$ cat src/rtl/tl_link_channel.sv
// Bidirectional link model between two transaction-layer endpoints.
// Each direction has a delay line, a bounded FIFO, framing checks and a packet counter.

module tl_link_dir #(
  parameter int BUS_WIDTH  = 128,
  parameter int DEPTH      = 4,
  parameter int LINK_DELAY = 2,
  parameter int CNT_W      = 16
) (
  input  logic                         clk,
  input  logic                         rst,
  input  logic [BUS_WIDTH-1:0]         tx_tlp,
  input  logic                         tx_sop,
  input  logic                         tx_eop,
  input  logic                         tx_valid,
  output logic                         tx_ready,
  output logic [BUS_WIDTH-1:0]         rx_tlp,
  output logic                         rx_sop,
  output logic                         rx_eop,
  output logic                         rx_valid,
  input  logic                         rx_ready,
  output logic [$clog2(DEPTH+1)-1:0]   level,
  output logic [CNT_W-1:0]             pkt_cnt,
  output logic                         frm_err
);

  localparam int LVL_W = $clog2(DEPTH + 1);
  localparam int PTR_W = (DEPTH > 1) ? $clog2(DEPTH) : 1;
  localparam int BEAT_W = BUS_WIDTH + 2;
  localparam logic IDLE   = 1'b0;
  localparam logic IN_PKT = 1'b1;

  logic [LVL_W-1:0]  level_q;
  logic [LVL_W-1:0]  fifo_cnt;
  logic [PTR_W-1:0]  wr_ptr;
  logic [PTR_W-1:0]  rd_ptr;
  logic [BEAT_W-1:0] mem [DEPTH];
  logic              frm_state;
  logic              frm_err_q;
  logic [CNT_W-1:0]  pkt_cnt_q;
  logic              accept;
  logic              frame_ok;
  logic              store;
  logic              deliver;
  logic              enq_valid;
  logic [BEAT_W-1:0] enq_beat;
  logic [BEAT_W-1:0] head;

  function automatic logic [PTR_W-1:0] next_ptr(input logic [PTR_W-1:0] p);
    return (p == PTR_W'(DEPTH - 1)) ? '0 : p + 1'b1;
  endfunction

  // Level counts in-flight plus queued beats, so the FIFO itself can never overflow.
  assign tx_ready = (level_q < LVL_W'(DEPTH));
  assign accept   = tx_valid && tx_ready;
  assign frame_ok = (frm_state == IDLE) ? tx_sop : !tx_sop;
  assign store    = accept && frame_ok;
  assign rx_valid = (fifo_cnt != '0);
  assign deliver  = rx_valid && rx_ready;
  assign head     = rx_valid ? mem[rd_ptr] : '0;
  assign rx_tlp   = head[BEAT_W-1:2];
  assign rx_sop   = head[1];
  assign rx_eop   = head[0];
  assign level    = level_q;
  assign pkt_cnt  = pkt_cnt_q;
  assign frm_err  = frm_err_q;

  // NOTE: sequential state uses non-blocking assignments so every register samples pre-edge values.
  always_ff @(posedge clk) begin
    if (rst) begin
      frm_state <= IDLE;
      frm_err_q <= 1'b0;
    end else if (accept) begin
      if (!frame_ok)
        frm_err_q <= 1'b1;
      else if (frm_state == IDLE && !tx_eop)
        frm_state <= IN_PKT;
      else if (frm_state == IN_PKT && tx_eop)
        frm_state <= IDLE;
    end
  end

  always_ff @(posedge clk) begin
    if (rst) begin
      level_q <= '0;
    end else begin
      case ({store, deliver})
        2'b10:   level_q <= level_q + 1'b1;
        2'b01:   level_q <= level_q - 1'b1;
        default: level_q <= level_q;
      endcase
    end
  end

  generate
    if (LINK_DELAY == 0) begin : g_no_delay
      assign enq_valid = store;
      assign enq_beat  = {tx_tlp, tx_sop, tx_eop};
    end else begin : g_delay
      logic [LINK_DELAY-1:0] dly_valid;
      logic [BEAT_W-1:0]     dly_beat [LINK_DELAY];

      always_ff @(posedge clk) begin
        if (rst) begin
          dly_valid <= '0;
        end else begin
          dly_valid[0] <= store;
          for (int i = 1; i < LINK_DELAY; i++)
            dly_valid[i] <= dly_valid[i-1];
        end
      end

      always_ff @(posedge clk) begin
        dly_beat[0] <= {tx_tlp, tx_sop, tx_eop};
        for (int i = 1; i < LINK_DELAY; i++)
          dly_beat[i] <= dly_beat[i-1];
      end

      assign enq_valid = dly_valid[LINK_DELAY-1];
      assign enq_beat  = dly_beat[LINK_DELAY-1];
    end
  endgenerate

  always_ff @(posedge clk) begin
    if (rst) begin
      wr_ptr   <= '0;
      rd_ptr   <= '0;
      fifo_cnt <= '0;
    end else begin
      if (enq_valid) wr_ptr <= next_ptr(wr_ptr);
      if (deliver)   rd_ptr <= next_ptr(rd_ptr);
      case ({enq_valid, deliver})
        2'b10:   fifo_cnt <= fifo_cnt + 1'b1;
        2'b01:   fifo_cnt <= fifo_cnt - 1'b1;
        default: fifo_cnt <= fifo_cnt;
      endcase
    end
  end

  // NOTE: storage is not reset; the valid count gates every read, so stale contents never reach rx_*.
  always_ff @(posedge clk) begin
    if (enq_valid) mem[wr_ptr] <= enq_beat;
  end

  always_ff @(posedge clk) begin
    if (rst)
      pkt_cnt_q <= '0;
    else if (deliver && rx_eop)
      pkt_cnt_q <= pkt_cnt_q + 1'b1;
  end

endmodule

module tl_link_channel #(
  parameter int BUS_WIDTH  = 128,
  parameter int DEPTH      = 4,
  parameter int LINK_DELAY = 2,
  parameter int CNT_W      = 16
) (
  input  logic                       clk,
  input  logic                       rst,
  input  logic [BUS_WIDTH-1:0]       a_tx_tlp,
  input  logic                       a_tx_sop,
  input  logic                       a_tx_eop,
  input  logic                       a_tx_valid,
  output logic                       a_tx_ready,
  output logic [BUS_WIDTH-1:0]       b_rx_tlp,
  output logic                       b_rx_sop,
  output logic                       b_rx_eop,
  output logic                       b_rx_valid,
  input  logic                       b_rx_ready,
  input  logic [BUS_WIDTH-1:0]       b_tx_tlp,
  input  logic                       b_tx_sop,
  input  logic                       b_tx_eop,
  input  logic                       b_tx_valid,
  output logic                       b_tx_ready,
  output logic [BUS_WIDTH-1:0]       a_rx_tlp,
  output logic                       a_rx_sop,
  output logic                       a_rx_eop,
  output logic                       a_rx_valid,
  input  logic                       a_rx_ready,
  output logic [$clog2(DEPTH+1)-1:0] a2b_level,
  output logic [$clog2(DEPTH+1)-1:0] b2a_level,
  output logic [CNT_W-1:0]           a2b_pkt_cnt,
  output logic [CNT_W-1:0]           b2a_pkt_cnt,
  output logic                       a2b_frm_err,
  output logic                       b2a_frm_err
);

  tl_link_dir #(
    .BUS_WIDTH(BUS_WIDTH), .DEPTH(DEPTH), .LINK_DELAY(LINK_DELAY), .CNT_W(CNT_W)
  ) u_a2b (
    .clk(clk), .rst(rst),
    .tx_tlp(a_tx_tlp), .tx_sop(a_tx_sop), .tx_eop(a_tx_eop),
    .tx_valid(a_tx_valid), .tx_ready(a_tx_ready),
    .rx_tlp(b_rx_tlp), .rx_sop(b_rx_sop), .rx_eop(b_rx_eop),
    .rx_valid(b_rx_valid), .rx_ready(b_rx_ready),
    .level(a2b_level), .pkt_cnt(a2b_pkt_cnt), .frm_err(a2b_frm_err)
  );

  tl_link_dir #(
    .BUS_WIDTH(BUS_WIDTH), .DEPTH(DEPTH), .LINK_DELAY(LINK_DELAY), .CNT_W(CNT_W)
  ) u_b2a (
    .clk(clk), .rst(rst),
    .tx_tlp(b_tx_tlp), .tx_sop(b_tx_sop), .tx_eop(b_tx_eop),
    .tx_valid(b_tx_valid), .tx_ready(b_tx_ready),
    .rx_tlp(a_rx_tlp), .rx_sop(a_rx_sop), .rx_eop(a_rx_eop),
    .rx_valid(a_rx_valid), .rx_ready(a_rx_ready),
    .level(b2a_level), .pkt_cnt(b2a_pkt_cnt), .frm_err(b2a_frm_err)
  );

endmodule

$ cat config.mk
export PLATFORM = sky130hd
export DESIGN_NAME = tl_link_channel
export DESIGN_NICKNAME = d
export VERILOG_FILES = /design/src/rtl/tl_link_channel.sv
export SDC_FILE = /design/constraint.sdc
export NUM_CORES = 1
export LEC_CHECK = 0
export ABC_AREA = 1
export CORE_MARGIN = 2
export CORE_UTILIZATION = 60
export CTS_CLUSTER_DIAMETER = 50
export CTS_CLUSTER_SIZE = 20
export DETAILED_ROUTE_END_ITERATION = 7
export MAX_ROUTING_LAYER = met4
export PLACE_DENSITY_LB_ADDON = 0.05
export SLEW_MARGIN = 20
export SYNTH_ARGS = -nofsm -noshare
export SYNTH_HDL_FRONTEND = slang
export SYNTH_HIERARCHICAL = 1
export SYNTH_SLANG_ARGS = --single-unit
$ cat constraint.sdc
create_clock -name clk -period 9.07 [get_ports clk]
set_input_delay 0.907 -clock clk [delete_from_list [all_inputs] [get_ports clk]]
set_output_delay 0.907 -clock clk [all_outputs]
set_load 0.02 [all_outputs]
==> run summary, run 1 <==
Outcome: finished clean
1st-pass router iterations: 5
Clock buffer count from CTS: 137
Final #Nets: 4875
Die Width: 303 um
Mapped Nets: 4350
Core area: 88500 um^2
Root Driver: clkbuf_16
Area Growth Syn to Fin: 21.2%
Worst setup EP type: output pin
First-pass GRT wire length: 175000 um
Startpoint Class: flop
CTS clk-pin slew, worst paths: 0.07 ns
Share of cells above drive strength 1: 0.0598
Starting Density: 0.607
CP arrival: 4.20 ns
Hold_ws: 0.323 ns
Non-Filler Instances: 5888
Die area: 91900 um^2
Crit path max-delay family: buffers and inverters
Starting DRC count in detailed routing: 2771
CTS Sinks: 1624
Main synth FF type: edfxtp_1
Hold endpoint: u_b2a/g_delay.dly_beat[0][221]
Vias/cell: 5.42
Avg WL per Cell: 20.4 um
R2r setup slk: 6.09 ns
Post-synth top area share: 0.581
Final ANT Viol Nets: 0
Gr usage total: 0.262
RSZ-0062 raised after global routing: no
Power Total: 16.3 mW
Hold Startpoint: u_b2a/g_delay.dly_beat[0][91]
CTS Hold Bufs: 0
CP max stage delay: 0.91 ns
Normalized max-slew margin: 0.242
CP max-delay cell: buf_4
Tmin final: 5.11 ns
DRC errors left: 0
Yosys top cell by area: edfxtp_1
Setup bufs post-CTS: 0
Synth Instances: 4062
Via count: 31900
Post_cts resized: 0
Achievable Freq: 0.196 GHz
CTS H-tree lvls: 4
Hpwl dp: 66800 um
Placed cell count: 5612
Vias in the first global route: 30300
Critical R2R Capture: u_a2b/pkt_cnt[1]
Worst Setup Slack post-DPL: 4.70 ns
Synth Warn #: 6
Number of cells on the worst hold path: 0
Count of distinct cell types in the synthesized netlist: 26
Bufs and invs on worst path: 3
Ys async rst share: 0
Cell depth of the worst flop-to-flop path: 7
Clock Latency Late Sink: 0.72 ns
CTS tree: built
Leading post-synthesis cells by cell area: edfxtp_1 58%, dfxtp_1 22%, nor2_1 7.8%
Antenna violations before repair: 24
Slew Limit Fails: 0
Ports: 570
Max cap viols: 0
Leakage: 22.8 nW
Synth Area per Inst: 13.2 um^2
Power Density: 250 nW/um^2
Post-Route WL: 120000 um
# fillers: 5695
Worst-Margin Slew: 1.14 ns
Final Hold Viols: 0
Setup ws final: 3.96 ns
Worst path cell trace: buf_4 -> buf_4 -> nor2_1 -> nor2_1 -> o21ai_0 -> a21oi_1 -> clkdlybuf4s50_1
Remaining Overflow, GRT: 0
Post-synth EDFFs: 1040
Max FO, Critical Path: 95
Largest net degree at the start of global routing: 205
Die H: 303 um
Worst min path class: flop to flop
Skew final: 0.0120 ns
Maximum vdd drop: 176 uV
Rows: 109
Crit share post-route: 0.563
Register bit total from synthesis: 1624
CP required: 8.16 ns
Clock buffer depth: 3
Critical path class: flop to output pin
Final Wtd Congestion: 0.794
Post-Syn Area: 53700 um^2
# setup viols final: 0
Post-synthesis sequential area ratio: 0.799
Setup_tns: 0 ns
Most common cell in the netlist: nor2_1
Most frequent cells after synthesis: 1114 x nor2_1, 1040 x edfxtp_1, 584 x dfxtp_1
Port Buffers: 569
[flip-flops by register name, summed over array words and instances (netlist names), named ones only]
name                     count
u_b2a/frm_state              1
u_a2b/g_delay.dly_beat     260
u_b2a/mem                  520
u_a2b/frm_state              1
u_a2b/wr_ptr                 2
u_a2b/g_delay.dly_valid      2
u_b2a/g_delay.dly_valid      2
u_b2a/frm_err                1
u_b2a/level                  3
u_b2a/wr_ptr                 2
u_a2b/level                  3
u_a2b/pkt_cnt               16
u_b2a/g_delay.dly_beat     260
u_a2b/mem                  520
u_a2b/fifo_cnt               3
u_b2a/pkt_cnt               16
u_b2a/rd_ptr                 2
u_a2b/frm_err                1
u_b2a/fifo_cnt               3
u_a2b/rd_ptr                 2
[worst max-delay path by stage]
stage / from / end / slack [ns] / depth (start not counted)
floorplan: u_a2b/wr_ptr[0] / u_a2b/mem[3][0] / 5.47 / 3
global placement: flop / a_rx_tlp[2] / 4.72 / 7
detailed placement: flop / a_rx_tlp[2] / 4.70 / 7
CTS: flop / a_rx_tlp[2] / 3.89 / 7
global route: flop / a_rx_tlp[2] / 3.76 / 7
finish: flop / a_rx_tlp[2] / 3.96 / 7
[cells in the final DEF (no fill, tap or decap), types with 3 or more instances in the layout]
| cell | netlist | routed |
|---|---|---|
| inv_8 | 0 | 6 |
| dfxtp_1 | 584 | 580 |
| a21oi_1 | 306 | 306 |
| clkinv_8 | 0 | 5 |
| nand3_1 | 20 | 20 |
| edfxtp_1 | 1040 | 1040 |
| clkinv_1 | 0 | 3 |
| buf_4 | 0 | 22 |
| ha_1 | 18 | 18 |
| clkdlybuf4s50_1 | 0 | 569 |
| nand3b_1 | 6 | 6 |
| clkinv_2 | 0 | 16 |
| xor2_1 | 4 | 4 |
| o21ai_0 | 540 | 540 |
| diode_2 | 0 | 27 |
| clkbuf_8 | 0 | 7 |
| nand4_1 | 4 | 4 |
| nor3_1 | 6 | 6 |
| nand2_1 | 122 | 122 |
| xnor2_1 | 4 | 4 |
| clkbuf_1 | 98 | 15 |
| clkinv_4 | 0 | 7 |
| inv_4 | 0 | 4 |
| nand2_2 | 4 | 4 |
| clkbuf_16 | 0 | 148 |
| dfxtp_4 | 0 | 4 |
| inv_1 | 66 | 54 |
| bufinv_16 | 0 | 14 |
| nor2_1 | 1114 | 1114 |
| clkinvlp_4 | 0 | 10 |
| inv_6 | 2 | 25 |
| fa_1 | 4 | 4 |
[where the power goes]
group / switching (mW) / internal [mW]
sequential: 0.124 / 8.04
clock: 2.65 / 3.49
combinational: 1.26 / 0.717
total: 4.03 / 12.2
[metal layers]
layer / vias to the layer above / wire length (um) / share of wire / global-route usage
met2: 1058 / 59300 / 0.49 / 0.417
met3: 186 / 8850 / 0.074 / 0.0513
met1: 15500 / 48300 / 0.40 / 0.333
met4: 0 / 3780 / 0.031 / 0.105
li1: 15200 / - / - / -
met5: - / 0 / 0 / -
[logic make-up (layout without fill, tap and decap cells)]
logic type / Yosys count / count (layout) / share of synthesized area
XOR/XNOR: 8 / 8 / 0.00130
buffers and inverters: 276 / 910 / 0.0229
other: 0 / 27 / 0
AND/OR/NAND/NOR: 1280 / 1280 / 0.0914
adder cells (fa/ha/maj): 22 / 22 / 0.00568
flip-flops: 1624 / 1624 / 0.799
AO/OA/AOI/OAI: 852 / 852 / 0.0797
[final cells by class]
type | instances | area [um^2] | area share
antenna | 27 | 67.6 | 0.00104
clock buffer | 170 | 3860 | 0.0593
clock inverter | 78 | 961 | 0.0148
inverter | 68 | 315 | 0.00485
multi-input combinational | 2162 | 9560 | 0.147
sequential | 1624 | 42900 | 0.660
tap | 1165 | 1460 | 0.0224
timing repair buffer | 594 | 5920 | 0.0910
[stage by stage]
step,area (um^2),utilization
floorplan,53700,-
global placement,60200,0.680
detailed placement,60200,0.680
CTS,65000,0.734
global route,65100,0.735
finish,65100,0.735
Power figures use the tool's default switching activity.
==> inputs of run 2 (changes only) <==
CORE_UTILIZATION = 50   (was 60)
clock period = 4.39 ns   (was 9.07 ns; I/O delays follow)
==> run summary, run 2 (synthesis gave the netlist of run 1 again) <==
Hold Startpoint: a_tx_tlp[26]
RSZ-0062 raised after global routing: no
Skew final: 0.0273 ns (+0.0153 ns)
CTS H-tree lvls: 4 (unchanged)
Antenna violations before repair: 21 (-13%)
Avg WL per Cell: 19.9 um (-2.3%)
Crit share post-route: 0.921
Gr usage total: 0.227 (-0.0347)
Die area: 110000 um^2 (+20%)
Critical path class: flop to output pin
Placed cell count: 5871 (+4.6%)
Leakage: 23.1 nW (+1.3%)
Power Density: 520 nW/um^2 (+110%)
Logic pwr share: 0.122 (about the same)
Power Total: 34.3 mW (+110%)
Setup_tns: 0 ns (unchanged)
Startpoint Class: flop
Normalized max-slew margin: 0.369 (+0.127)
Worst setup EP type: output pin
# setup viols final: 0 (unchanged)
First-pass GRT wire length: 183000 um (+4.6%)
Starting DRC count in detailed routing: 2199 (-21%)
Commonest non-fill, non-tap cell in the layout: nor2_1
Seq pwr share: 0.491 (-0.010)
Clock buffer count from CTS: 143 (+4.4%)
Non-Filler Instances: 6160 (+4.6%)
Most frequent cells in the layout: 1114 x nor2_1, 1040 x edfxtp_1, 580 x dfxtp_1
Vias/cell: 5.11 (-5.8%)
Outcome: finished clean
Max FO, Critical Path: 106 (+12%)
CTS Sinks: 1624 (unchanged)
Final Wtd Congestion: 0.777 (-2.1%)
DRC errors left: 0 (unchanged)
Port Buffers: 569 (unchanged)
Net Sw Frac: 0.254 (+0.00668)
Slew Limit Fails: 0 (unchanged)
Clock buffer depth: 3 (unchanged)
Setup bufs post-CTS: 0 (unchanged)
Clock Latency Late Sink: 0.75 ns (+0.03 ns)
Area Growth Syn to Fin: 22.9%
Share of cells above drive strength 1: 0.0684 (+0.00857)
Die Width: 332 um (+9.4%)
Design area: 66000 um^2 (+1.4%)
Root Driver: clkbuf_16
Die H: 332 um (+9.4%)
Worst min path class: primary input to flop
CTS Hold Bufs: 0 (unchanged)
Remaining Overflow, GRT: 0 (unchanged)
CTS clk-pin slew, worst paths: 0.07 ns (about the same)
Placed Area: 60800 um^2 (+1.1%)
Largest registers: u_a2b/mem: 520 flops, u_b2a/mem: 520 flops
Final ANT Viol Nets: 0 (unchanged)
Core area: 107000 um^2 (+21%)
CP arrival: 3.60 ns (-0.60 ns)
Max cap viols: 0 (unchanged)
Power Internal: 25.6 mW (+110%)
Final #Nets: 4901 (+0.53%)
Hpwl dp: 71400 um (+6.9%)
Post-Route WL: 123000 um (+2.2%)
Largest net degree at the start of global routing: 132 (-36%)
Clock Power Share: 0.388 (+0.010)
Vias in the first global route: 30400 (+0.21%)
Final Hold Viols: 0 (unchanged)
CTS tree: built
CP required: 3.95 ns (-4.21 ns)
Achievable Freq: 0.247 GHz
P_sw: 8.73 mW (+120%)
1st-pass router iterations: 5 (unchanged)
Worst-Margin Slew: 0.947 ns (-0.190 ns)
Post_cts resized: 0 (unchanged)
Ports: 570 (unchanged)
Rows: 120 (+10%)
Starting Density: 0.503 (-0.104)
Tmin final: 4.04 ns
Maximum vdd drop: 408 uV (+130%)
Via count: 31500 (-1.5%)
# fillers: 8078 (+42%)
## run 2: cell types whose count changed in the layout (fill, tap and decap cells not counted), moves of 4 or more
| cell | delta |
|---|---|
| diode_2 | -6 |
| inv_8 | +10 |
| clkbuf_1 | -4 |
| buf_4 | +6 |
| buf_12 | +16 |
| clkinvlp_4 | +4 |
| clkbuf_16 | +10 |
| bufinv_16 | -4 |
## run 2: power by group through the flow
| stage | Clock [mW] | Sequential [mW] | Combinational (mW) |
|---|---|---|---|
| after floorplan | 0 | 17.1 | 2.26 |
| after global placement | 0 | 17.2 | 4.20 |
| after detailed placement | 0 | 17.2 | 4.22 |
| after CTS | 13.6 | 16.8 | 4.24 |
| after global routing | 14.2 | 16.9 | 4.53 |
| final | 13.3 | 16.8 | 4.17 |
## run 2: stage by stage
step	hold WS, ns	setup slack, ns	utilization
after floorplan	0.310	0.794	-
final	0.128	0.348	0.618
after global routing	0.0905	0.106	0.618
after global placement	0.310	1.06	0.570
after detailed placement	0.312	1.04	0.570
after CTS	0.0653	0.221	0.618
## run 2: worst max-delay path, stage by stage (launching register included)
cell,delay [ns]
dfxtp_4,0.52
inv_6,0.58
buf_4,0.59
o21ai_0,0.19
a21oi_1,0.27
clkdlybuf4s50_1,0.66
## run 2: area by class of cell
class / instances / area [um^2] / share of cell area
multi-input combinational: 2162 / 9560 / 0.145
clock buffer: 173 / 4050 / 0.0614
clock inverter: 95 / 1100 / 0.0166
timing repair buffer: 614 / 6250 / 0.0946
sequential: 1624 / 42900 / 0.650
inverter: 68 / 315 / 0.00478
tap: 1403 / 1760 / 0.0266
antenna: 21 / 52.6 / 0.000796
## run 2: worst paths after layout
path,to,slack (ns),depth (start not counted)
worst max-delay path,b_rx_tlp[7],0.35,5
worst min-delay path,u_a2b/g_delay.dly_beat[0][28],0.13,1
worst max register to register,u_a2b/pkt_cnt[9],1.68,8
worst min register to register,u_a2b/g_delay.dly_beat[0][178],0.31,0
## run 2: layer usage
layer | vias up | part of all wire | track usage | routed length (um)
met4 | 0 | 0.027 | 0.0837 | 3370
met5 | - | 0 | - | 0
li1 | 15200 | - | - | -
met3 | 183 | 0.063 | 0.0484 | 7770
met1 | 15200 | 0.42 | 0.285 | 51600
met2 | 841 | 0.49 | 0.365 | 60100
